--- config.mk ---
export PLATFORM = sky130hd
export DESIGN_NAME = core_peripheral_bridge
export DESIGN_NICKNAME = d
export VERILOG_FILES = /design/src/rtl/core_peripheral_bridge.sv
export SDC_FILE = /design/constraint.sdc
export NUM_CORES = 1
export LEC_CHECK = 0
export ABC_AREA = 1
export BUFFER_PORTS_ARGS = -buffer_cell sky130_fd_sc_hd__buf_4
export CAP_MARGIN = 20
export CELL_PAD_IN_SITES_DETAIL_PLACEMENT = 2
export CELL_PAD_IN_SITES_GLOBAL_PLACEMENT = 2
export CORE_MARGIN = 2
export CORE_UTILIZATION = 41
export DETAILED_ROUTE_END_ITERATION = 10
export GPL_TIMING_DRIVEN = 0
export PLACE_DENSITY = 0.84
export SYNTH_ARGS = -nofsm -noshare
export SYNTH_HDL_FRONTEND = slang
export SYNTH_SLANG_ARGS = --single-unit
--- constraint.sdc ---
create_clock -name clock -period 8.05 [get_ports clock]
set_input_delay 0.805 -clock clock [delete_from_list [all_inputs] [get_ports clock]]
set_output_delay 0.805 -clock clock [all_outputs]
set_load 0.05 [all_outputs]
--- src/rtl/core_peripheral_bridge.sv ---
// Peripheral-side endpoint of one core: buffers core result words in a FWFT FIFO
// for a host, and forwards host words back to the core as single-cycle pulses.
module core_peripheral_bridge #(
  parameter int unsigned CORE       = 32'd0,
  parameter int unsigned DATA_WIDTH = 32'd32,
  parameter int unsigned DEPTH_BITS = 32'd3
) (
  input  logic                  clock,
  input  logic                  reset,
  input  logic [1:0]            core_out_channel,
  input  logic [DATA_WIDTH-1:0] core_out_data,
  input  logic                  core_out_valid,
  output logic [1:0]            from_peripheral,
  output logic [DATA_WIDTH-1:0] from_peripheral_data,
  output logic                  from_peripheral_valid,
  output logic [1:0]            host_rx_channel,
  output logic [DATA_WIDTH-1:0] host_rx_data,
  output logic                  host_rx_valid,
  input  logic                  host_rx_ready,
  input  logic [1:0]            host_tx_channel,
  input  logic [DATA_WIDTH-1:0] host_tx_data,
  input  logic                  host_tx_valid,
  output logic                  host_tx_ready,
  output logic [DEPTH_BITS:0]   fifo_count,
  output logic                  overflow,
  output logic [15:0]           drop_count
);

  localparam int unsigned DEPTH = 1 << DEPTH_BITS;

  typedef logic [DATA_WIDTH+1:0] entry_t;
  typedef enum logic [1:0] {TX_IDLE, TX_SEND, TX_GAP} tx_state_t;

  entry_t              mem_q [DEPTH];
  logic [DEPTH_BITS:0] wr_ptr_q, wr_ptr_d;
  logic [DEPTH_BITS:0] rd_ptr_q, rd_ptr_d;
  logic                overflow_q, overflow_d;
  logic [15:0]         drop_count_q, drop_count_d;
  logic                full, empty, pop, push_ok, drop;
  entry_t              head;

  tx_state_t             tx_state_q;
  logic                  tx_ready_q;
  logic                  fp_valid_q;
  logic [1:0]            fp_channel_q;
  logic [DATA_WIDTH-1:0] fp_data_q;

  // Pointers carry one extra wrap bit so full and empty are distinguishable.
  always_comb begin
    empty        = (wr_ptr_q == rd_ptr_q);
    full         = (wr_ptr_q[DEPTH_BITS] != rd_ptr_q[DEPTH_BITS]) &&
                   (wr_ptr_q[DEPTH_BITS-1:0] == rd_ptr_q[DEPTH_BITS-1:0]);
    pop          = !empty && host_rx_ready;
    push_ok      = core_out_valid && (!full || pop);
    drop         = core_out_valid && full && !pop;
    wr_ptr_d     = wr_ptr_q + {{DEPTH_BITS{1'b0}}, push_ok};
    rd_ptr_d     = rd_ptr_q + {{DEPTH_BITS{1'b0}}, pop};
    overflow_d   = overflow_q || drop;
    drop_count_d = drop_count_q;
    if (drop && (drop_count_q != 16'hFFFF)) begin
      drop_count_d = drop_count_q + 16'd1;
    end
  end

  always_ff @(posedge clock) begin
    if (reset) begin
      wr_ptr_q     <= '0;
      rd_ptr_q     <= '0;
      overflow_q   <= 1'b0;
      drop_count_q <= '0;
    end else begin
      wr_ptr_q     <= wr_ptr_d;
      rd_ptr_q     <= rd_ptr_d;
      overflow_q   <= overflow_d;
      drop_count_q <= drop_count_d;
    end
  end

  // A push on a full FIFO with a pop overwrites the slot being read out this cycle.
  always_ff @(posedge clock) begin
    if (push_ok) begin
      mem_q[wr_ptr_q[DEPTH_BITS-1:0]] <= {core_out_channel, core_out_data};
    end
  end

  assign head            = mem_q[rd_ptr_q[DEPTH_BITS-1:0]];
  assign host_rx_channel = head[DATA_WIDTH+1:DATA_WIDTH];
  assign host_rx_data    = head[DATA_WIDTH-1:0];
  assign host_rx_valid   = !empty;
  assign fifo_count      = wr_ptr_q - rd_ptr_q;
  assign overflow        = overflow_q;
  assign drop_count      = drop_count_q;

  // TX: one accepted host word yields a one-cycle pulse, then a one-cycle gap.
  always_ff @(posedge clock) begin
    if (reset) begin
      tx_state_q   <= TX_IDLE;
      tx_ready_q   <= 1'b1;
      fp_valid_q   <= 1'b0;
      fp_channel_q <= 2'd0;
      fp_data_q    <= '0;
    end else begin
      case (tx_state_q)
        TX_IDLE: begin
          if (host_tx_valid) begin
            tx_state_q   <= TX_SEND;
            tx_ready_q   <= 1'b0;
            fp_valid_q   <= 1'b1;
            fp_channel_q <= host_tx_channel;
            fp_data_q    <= host_tx_data;
          end
        end
        TX_SEND: begin
          tx_state_q <= TX_GAP;
          fp_valid_q <= 1'b0;
        end
        TX_GAP: begin
          tx_state_q <= TX_IDLE;
          tx_ready_q <= 1'b1;
        end
        default: begin
          tx_state_q <= TX_IDLE;
          tx_ready_q <= 1'b1;
          fp_valid_q <= 1'b0;
        end
      endcase
    end
  end

  assign host_tx_ready         = tx_ready_q;
  assign from_peripheral_valid = fp_valid_q;
  assign from_peripheral       = fp_channel_q;
  assign from_peripheral_data  = fp_data_q;

`ifndef SYNTHESIS
  always_ff @(posedge clock) begin
    if (!reset && drop) begin
      $display("core_peripheral_bridge[%0d]: dropped core word 0x%h", CORE, core_out_data);
    end
  end
`endif

endmodule
==> flow_summary.toml, run 1 <==
[sta]
setup_viol = 0
timing.setup.tns_ns = 0
fin_skew_ns = 0.0187
worstMarginPinSlew_ns = 0.802
fmax_mhz = 255
post-route-period-util_pct = 48.8
final.min_clock_period_ns = 3.93
hold_viol = 0
slew_viol_final = 0
relSlewSlack_pct = 46.5
grt_setup_unrepaired = "false"

[layout]
drive_gt1_share_pct = 18.9
nets = 1495
syn_to_final_growth_pct = 23.2

[grt]
antenna_found_initial = 1
track_usage_pct = 27.5
grt_max_degree = 24
grt-ovfl-total = 0
grt_pass1_wl_um = 69500
grt_pass1_vias = 11480

[cts]
clock_path_buffers = 3
htreeDepth = 2
clkSlewWorstSetupHoldPaths_ns = 0.06
cts_tree = "yes"
cts_buffers = 37
root_buffer = "clkbuf_16"
cts_sinks = 335
insertion_delay_ns = 0.53
postCtsHoldBufs = 0
cts_setup_buffers = 0
cts_resized = 0

[pwr]
leakagePower_nw = 6.06
seqPwrFrac_pct = 42.5
p_comb_share_pct = 23.1
sw_frac_of_total_pct = 32.8
p_per_area_mw_per_mm2 = 279
total_power_mw = 4.60
internal_power_mw = 3.09
p_clk_share_pct = 34.4
peakVddDrop_mv = 0.147
switchingPower_mw = 1.51

[floorplanning]
fp.dieH_um = 185
core_mm2 = 0.0324
die_w_um = 185
fp.dieArea_mm2 = 0.0341
start_util_pct = 41.3
rows = 66
io-pin-count = 165

[synth]
ys_types = 31
ys_seq_area_share_pct = 70.5
synthesis.nets = 1284
syn_inst = 1202
avgSynthCellArea_um2 = 11.1
synth_edf_count = 272
synthesis.area_mm2 = 0.0134
ys.flop_type = "edfxtp_1"
postSynth.asyncResetShare_pct = 0
synth_seq_cells = 335
yosysWarnings = 0

[setup_path]
reg2reg_depth = 10
required_ns = 7.24
critPathBufInv = 4
critPathLaunchType = "flip-flop"
crit_chain = "buf_2, clkinv_1, clkbuf_1, ha_1, nand2_1, o21ai_0, xor2_1, buf_4"
endpoint_kind = "primary output"
cp_slowest_stage_delay_ns = 0.48
path_max_fanout = 10
cp_slowest_cell = "ha_1"
r2r_start = "rd_ptr_q[2]"
worstPathArrival_ns = 3.12
criticalPathCategory = "flip-flop to primary output"
critPathTopFamily = "buffers and inverters"
r2r-end = "mem_q[6][10]"
cp-startpoint = "rd_ptr_q[2]"
reg2reg_slack_ns = 4.28

[route]
drt_pass1_iterations = 7
drt_iter0_drc = 698
vias_per_cell = 5.42
drc_errors = 0
routedWlPerCell_um = 24.6
drtAntennaViolNets = 0
via_count = 10198
drt_wl_total_um = 46300

[run_status]
status = "completed"

[min_path]
min_from = "tx_state_q[1]"
whs_path_depth = 1
whs_endpoint = "tx_state_q[1]"
worst_hold_path_type = "flip-flop to flip-flop"

[placement]
gp_congestion = 0.754
port_buffers = 164
detailed_place_hpwl_um = 30500

[flow_run]
maxCapViolCount = 0
sequential cells by signal (all words and copies together), names as in the netlist:
| register | flops |
|---|---|
| rd_ptr_q | 4 |
| overflow | 1 |
| from_peripheral_data | 32 |
| drop_count | 16 |
| tx_state_q | 2 |
| wr_ptr_q | 4 |
| from_peripheral | 2 |
| from_peripheral_valid | 1 |
| host_tx_ready | 1 |
| mem_q | 272 |
logic make-up after synthesis:
group,after synthesis,synth area share (%)
simple gates,482,14.3
flops,335,70.5
compound gates,263,10.3
buf+inv,102,3.27
xor+xnor,11,0.720
fa+ha+maj,9,0.898
Yosys cell counts, types with 4 or more instances:
library cell  count  area share, %
nor2_2            5           0.23
o21ai_0         166            6.2
nand4_1           6           0.28
edfxtp_1        272             61
xor2_1            4           0.26
inv_1            32           0.90
nand2_1         170            4.8
o21ai_1           9           0.34
dfxtp_1          63            9.4
a21oi_1          47            1.8
clkbuf_1         40            1.1
buf_2            18           0.67
nor2_1          274            7.7
nand3_1          16           0.60
a31oi_1          35            1.6
ha_1              8           0.75
xnor2_1           7           0.46
a21oi_2           5           0.33
layout make-up:
type                       count  area, um2
antenna                        1       2.50
buffer                        65        297
clock buffer                  47        973
clock inverter                19        119
fill                        3338      15900
inverter                      37        141
multi-input combinational    765       3570
sequential                   335       9430
tap                          442        553
timing repair buffer         172       1400
layout by cell type (no fill, tap or decap), types with 2 or more instances in the layout:
cell       synthesis  routed
nor2_1           274     266
buf_1              2       2
nor2_2             5       5
nor3_1             2       2
buf_4              3     167
nand2_4            2       2
ha_1               8       8
nand3_1           16      16
buf_12             0       7
clkbuf_16          0      37
clkinv_1           3      12
a31oi_1           35      35
a21oi_2            5       5
buf_2             18      18
nor2_4             3      11
clkinv_2           2       8
nand2_1          170     170
inv_6              0       2
xor2_1             4       4
inv_1             32      32
nand2_2            3       3
nand4_1            6       6
edfxtp_1         272     272
a21oi_1           47      47
xnor2_1            7       7
o21ai_1            9       9
clkbuf_1          40      49
o21ai_0          166     166
dfxtp_1           63      63
metrics by stage:
stage	cells	util [%]	instance area, um2	hold WS, ns	setup slack, ns
after floorplan	1202	-	13400	0.421	4.45
after global placement	1808	46.8	15200	0.438	2.39
after detailed placement	1816	47.5	15400	0.451	4.29
after CTS	1882	50.9	16500	0.461	4.11
after global routing	1883	50.9	16500	0.481	3.90
final	1883	50.9	16500	0.458	4.12
routing by layer:
metal	track usage, %	up-vias	wire length, um
met3	6.58	83	3070
met5	0	-	0
met2	49.6	328	23800
met4	9.75	0	1350
met1	31.8	5187	18100
li1	-	4600	-
worst max-delay path by stage:
stage	cells past startpoint	endpoint
after floorplan	9	mem_q[0][0]
after global placement	9	mem_q[2][18]
after detailed placement	10	mem_q[1][17]
after CTS	8	fifo_count[3]
after global routing	8	fifo_count[3]
final	8	fifo_count[3]
power groups by stage:
stage,logic [mW],registers [mW],clock network [mW]
after floorplan,0.588,2.04,0
after global placement,0.992,1.99,0
after detailed placement,1.06,1.99,0
after CTS,1.07,1.95,1.61
after global routing,1.14,1.96,1.67
final,1.06,1.95,1.58
No activity file was read; power rests on OpenSTA's default activity.
==> run 2: changes to the inputs <==
CORE_UTILIZATION = 38   (was 41)
PLACE_DENSITY = 0.79   (was 0.84)
clock period = 3.8 ns   (was 8.05 ns; I/O delays follow)
==> flow_summary.toml, run 2 (same netlist as run 1, synthesis figures left out) <==
[setup_path]
cp-endpoint = "mem_q[0][17]"
path_max_fanout = 15
criticalPathCategory = "flip-flop to flip-flop"
r2r-end = "mem_q[0][17]"
r2r_start = "rd_ptr_q[1]"
cp-startpoint = "rd_ptr_q[1]"
crit_chain = "buf_2, clkinv_1, clkbuf_1, ha_1, nand2_1, nor2_4, a31oi_1, nand2_1, nor2_4, buf_16"
endpoint_kind = "flip-flop"
reg2reg_depth = 10
required_ns = 4.03
critPathTopFamily = "buffers and inverters"
worstPathArrival_ns = 3.86
path_depth = 10
critPathBufInv = 4
reg2reg_slack_ns = 0.17
critPathLaunchType = "flip-flop"
cp_slowest_cell = "nand2_1"
cp_slowest_stage_delay_ns = 0.44

[floorplanning]
core_mm2 = 0.0346
io-pin-count = 165
fp.dieArea_mm2 = 0.0367
die_w_um = 192
rows = 68
start_util_pct = 38.6
fp.dieH_um = 192

[pwr]
total_power_mw = 10.1
leakagePower_nw = 6.21
sw_frac_of_total_pct = 32.2
switchingPower_mw = 3.24
internal_power_mw = 6.82
seqPwrFrac_pct = 41.1
p_comb_share_pct = 22.6
p_clk_share_pct = 36.2
peakVddDrop_mv = 0.282
p_per_area_mw_per_mm2 = 599

[cts]
cts_sinks = 335
root_buffer = "clkbuf_16"
clock_path_buffers = 3
clkSlewWorstSetupHoldPaths_ns = 0.06
htreeDepth = 2
insertion_delay_ns = 0.53
cts_buffers = 37
cts_tree = "yes"

[layout]
layout_common_cells = "edfxtp_1, nor2_1, buf_4"
nets = 1510
seq_area_mm2 = 0.00943
fillers = 3555
final_util_pct = 48.5
final_common_cell = "edfxtp_1"
multi_input_area_mm2 = 0.00360
drive_gt1_share_pct = 20.2
largest_reg_flops = 272
syn_to_final_growth_pct = 25.5

[sta]
fin_skew_ns = 0.0304
fmax_mhz = 275
slew_viol_final = 0
setup_viol = 0
final.min_clock_period_ns = 3.63
timing.setup.tns_ns = 0
post-route-period-util_pct = 95.6
layout_setup_ws_ns = 0.169
hold_viol = 0
relSlewSlack_pct = 50.2
worstMarginPinSlew_ns = 0.746

[route]
drtAntennaViolNets = 0
drt_wl_total_um = 46600
drc_errors = 0
vias_per_cell = 5.33
drt_iter0_drc = 753
drt_pass1_iterations = 5
via_count = 10174
routedWlPerCell_um = 24.4

[min_path]
worst_hold_path_type = "primary input to flip-flop"
min_from = "host_tx_data[4]"

[grt]
antenna_found_initial = 1
grt-ovfl-total = 0
track_usage_pct = 25.7
grt_pass1_wl_um = 69800
grt_max_degree = 28
grt_pass1_vias = 11436

[flow_run]
maxCapViolCount = 0

[placement]
gp_congestion = 0.770
port_buffers = 164
detailed_place_hpwl_um = 29300
pre_cts_slack_ns = -0.177

[run_status]
status = "completed"
run 2: cell types whose count changed in the layout (fill, tap and decap cells not counted), sizes merged:
cell	previous run	this run
buf	197	210
clkinvlp	1	0
bufinv	1	4
inv	34	32
clkinv	20	18
nor2	282	284
run 2: what timing repair did:
action / CTS / global route
pin swaps: 4 / 4
endpoints found under the setup margin: 95 / 112
hold buffers: 0 / 0
setup buffers: 8 / 5
cloned: 2 / 0
gates resized for setup: 2 / 2
run 2: worst min-delay path by stage:
stage	endpoint	slack, ns	cells past startpoint
floorplan	tx_state_q[1]	0.42	1
global placement	from_peripheral_valid	0.44	2
detailed placement	from_peripheral_valid	0.45	2
CTS	from_peripheral_data[0]	0.06	3
global route	from_peripheral_data[6]	0.08	3
finish	from_peripheral_data[4]	0.08	3
run 2: layer usage:
metal | part of all wire [%] | wire, um | vias to the layer above | global-route usage, %
met5 | 0 | 0 | - | 0
met4 | 2.6 | 1220 | 0 | 8.31
met3 | 6.0 | 2810 | 80 | 5.13
met2 | 52 | 24400 | 353 | 48.0
met1 | 39 | 18100 | 5129 | 29.4
li1 | - | - | 4612 | -
run 2: layout make-up:
cell class                 count  share of cell area (%)
clock inverter                17                    1.16
multi-input combinational    767                    21.4
inverter                      37                   0.842
sequential                   335                    56.2
timing repair buffer         185                    9.23
buffer                        65                    1.77
clock buffer                  47                    5.99
antenna                        1                  0.0149
tap                          455                    3.39
run 2: power groups by stage:
stage	clock (mW)	sequential, mW	combinational [mW]
3_3_place_gp	0	4.21	2.12
5_1_grt	3.83	4.14	2.43
6_report	3.64	4.13	2.28
2_1_floorplan	0	4.31	1.25
3_5_place_dp	0	4.21	2.23
4_1_cts	3.71	4.13	2.29
run 2: through the flow:
step	instances	hold WS [ns]	cell area (um2)
finish	1909	0.0786	16800
floorplan	1202	0.421	13400
global placement	1821	0.439	15200
detailed placement	1829	0.454	15400
global route	1909	0.0817	16800
CTS	1903	0.0577	16700
run 2: worst register-to-register path, cell delays in order, from the launching register on:
cell and delay (ns):
dfxtp_1 0.40, buf_2 0.27, clkinv_1 0.28, clkbuf_1 0.41, ha_1 0.41, nand2_1 0.13
nor2_4 0.06, a31oi_1 0.35, nand2_1 0.44, nor2_4 0.38, buf_16 0.21
==> run 3: changes to the inputs <==
ABC_AREA = not set   (was 1)
CORE_UTILIZATION = 42   (was 38)
PLACE_DENSITY = 0.8   (was 0.79)
==> flow_summary.toml, run 3 <==
[pwr]
p_comb_share_pct = 18.4
seqPwrFrac_pct = 42.5
peakVddDrop_mv = 0.354
internal_power_mw = 7.01
p_per_area_mw_per_mm2 = 596
switchingPower_mw = 2.68
p_clk_share_pct = 39.0
leakagePower_nw = 5.73
sw_frac_of_total_pct = 27.7
total_power_mw = 9.69

[layout]
multi_input_area_mm2 = 0.00331
syn_to_final_growth_pct = 26.2
layout_common_cells = "edfxtp_1, nand2_1, buf_4"
largest_reg_flops = 272
seq_area_mm2 = 0.00943
final_design_area_no_fill_mm2 = 0.0163
fillers = 2770
num_antenna_cells = 0
final_common_cell = "edfxtp_1"
nets = 1101
final_util_pct = 53.4
drive_gt1_share_pct = 32.3

[setup_path]
criticalPathCategory = "flip-flop to flip-flop"
worstPathArrival_ns = 3.93
reg2reg_slack_ns = 0.27
path_max_fanout = 10
endpoint_kind = "flip-flop"
r2r-end = "drop_count[13]"
reg2reg_depth = 9
r2r_start = "rd_ptr_q[2]"
critPathLaunchType = "flip-flop"
required_ns = 4.20

[grt]
grt_max_degree = 26
grt-ovfl-total = 0
grt_pass1_vias = 8980
antenna_found_initial = 0
track_usage_pct = 26.2
grt_pass1_wl_um = 60100

[synth]
ys.flop_type = "edfxtp_1"
synthesis.nets = 879
ys_types = 38
postSynth.asyncResetShare_pct = 0
yosys-top-cells-area = "edfxtp_1, mux4_2, dfxtp_1"
yosys.area.top_type = "edfxtp_1"
syn_inst = 797
yosysMostFrequentCell = "edfxtp_1"
yosys.area.top_type_share_pct = 63.4
synth_edf_count = 272
yosysWarnings = 0
avgSynthCellArea_um2 = 16.2
ys_seq_area_share_pct = 73.2
synth_commonest_cells = "edfxtp_1, nand2_1, mux4_2, dfxtp_1, a21oi_1"
synth_seq_cells = 335
synthesis.area_mm2 = 0.0129

[route]
drt_iter0_drc = 610
routedWlPerCell_um = 28.7
drtAntennaViolNets = 0
via_count = 8050
drt_pass1_iterations = 5
vias_per_cell = 5.58
drc_errors = 0
drt_wl_total_um = 41300

[min_path]
whs_path_depth = 1
worst_hold_path_type = "primary input to flip-flop"
min_from = "core_out_data[19]"
whs_endpoint = "mem_q[0][19]"

[floorplanning]
die_w_um = 179
io-pin-count = 165
fp.dieH_um = 179
rows = 64
start_util_pct = 42.3
core_mm2 = 0.0304
fp.dieArea_mm2 = 0.0321

[sta]
worstMarginPinSlew_ns = 1.10
timing.hold.ws_ns = 0.0960
hold_viol = 0
fmax_mhz = 283
final.min_clock_period_ns = 3.53
timing.setup.tns_ns = 0
post-route-period-util_pct = 92.9
grt_setup_unrepaired = "false"
slew_viol_final = 0
relSlewSlack_pct = 26.2
setup_viol = 0
fin_skew_ns = 0.0130

[cts]
root_buffer = "clkbuf_16"
clock_path_buffers = 3
clkSlewWorstSetupHoldPaths_ns = 0.06
cts_tree = "yes"
cts_sinks = 335
cts_buffers = 37
htreeDepth = 2
insertion_delay_ns = 0.52

[placement]
detailed_place_hpwl_um = 26000
port_buffers = 164
place_area_mm2 = 0.0149
gp_congestion = 0.712

[flow_run]
maxCapViolCount = 0

[run_status]
status = "completed"
## run 3: cell types whose count changed after synthesis, moves of 9 or more
cell,delta
nor2_1,-253
o21ai_0,-163
inv_1,-22
nor4_1,+10
a31oi_1,-35
buf_2,-12
o21ai_1,-9
mux4_2,+68
nor2b_1,+12
## run 3: worst max path at each step
| stage | endpoint | cells after the start | slack (ns) | from |
|---|---|---|---|---|
| global placement | mem_q[6][11] | 8 | -2.13 | rd_ptr_q[2] |
| finish | drop_count[13] | 9 | 0.27 | rd_ptr_q[2] |
| floorplan | mem_q[7][0] | 8 | 0.17 | rd_ptr_q[2] |
| CTS | drop_count[13] | 10 | 0.003 | rd_ptr_q[1] |
| global route | drop_count[13] | 10 | 0.08 | rd_ptr_q[1] |
| detailed placement | mem_q[1][7] | 10 | -0.76 | rd_ptr_q[2] |
## run 3: critical path, stage by stage (launching register included)
cell      delay [ns]
dfxtp_2         0.53
clkinv_2        0.25
clkbuf_1        0.38
ha_1            0.50
nand3_1         0.12
or4b_1          0.48
clkbuf_2        0.18
buf_2           0.21
nor4_1          0.35
mux2_2          0.39
## run 3: final cells by class
cell class                      count  share of cell area (%)
Timing Repair Buffer              184                    9.54
Sequential cell                   335                    58.0
Clock buffer                       47                    6.43
Clock inverter                     19                    1.34
Multi-Input combinational cell    409                    20.4
Inverter                           11                   0.262
Tap cell                          396                    3.05
Buffer                             41                    1.01
## run 3: kinds of logic (layout without fill, tap and decap cells)
| group | after synthesis | after routing | share of synthesized area [%] |
|---|---|---|---|
| XOR/XNOR | 7 | 7 | 0.476 |
| AO/OA/AOI/OAI | 55 | 55 | 2.30 |
| adder cells (fa/ha/maj) | 9 | 9 | 0.933 |
| multiplexers | 76 | 76 | 12.6 |
| buffers and inverters | 53 | 302 | 1.61 |
| AND/OR/NAND/NOR | 262 | 262 | 8.89 |
| flip-flops | 335 | 335 | 73.2 |
## run 3: stage by stage
step                      cells  worst slack [ns]
after global placement     1357             -2.13
after detailed placement   1367            -0.758
after floorplan             797             0.166
after CTS                  1437           0.00296
after global routing       1442            0.0785
final                      1442             0.270
## run 3: power groups by stage
stage                     registers (mW)  logic (mW)  clock network (mW)
after global routing                4.13        1.88                3.98
after detailed placement            4.19        1.74                   0
final                               4.12        1.79                3.78
after CTS                           4.12        1.79                3.86
after floorplan                     4.26        1.05                   0
after global placement              4.19        1.64                   0
## run 3: what timing repair did
action / in CTS / in global routing
buffers inserted: 5 / 3
endpoints found under the hold margin: 0 / 0
pin swaps: 3 / 2
cloned: 0 / 0
hold buffers: 0 / 0
resized for setup: 1 / 3
endpoints found under the setup margin: 285 / 148
## run 3: routing by layer
metal  vias to the layer above  GRT usage, %  share of wire, %
met2                       223          47.4                54
met5                         -             0                 0
met3                        74          3.50               3.7
met4                         0          8.53               3.0
li1                       3468             -                 -
met1                      4285          32.4                40
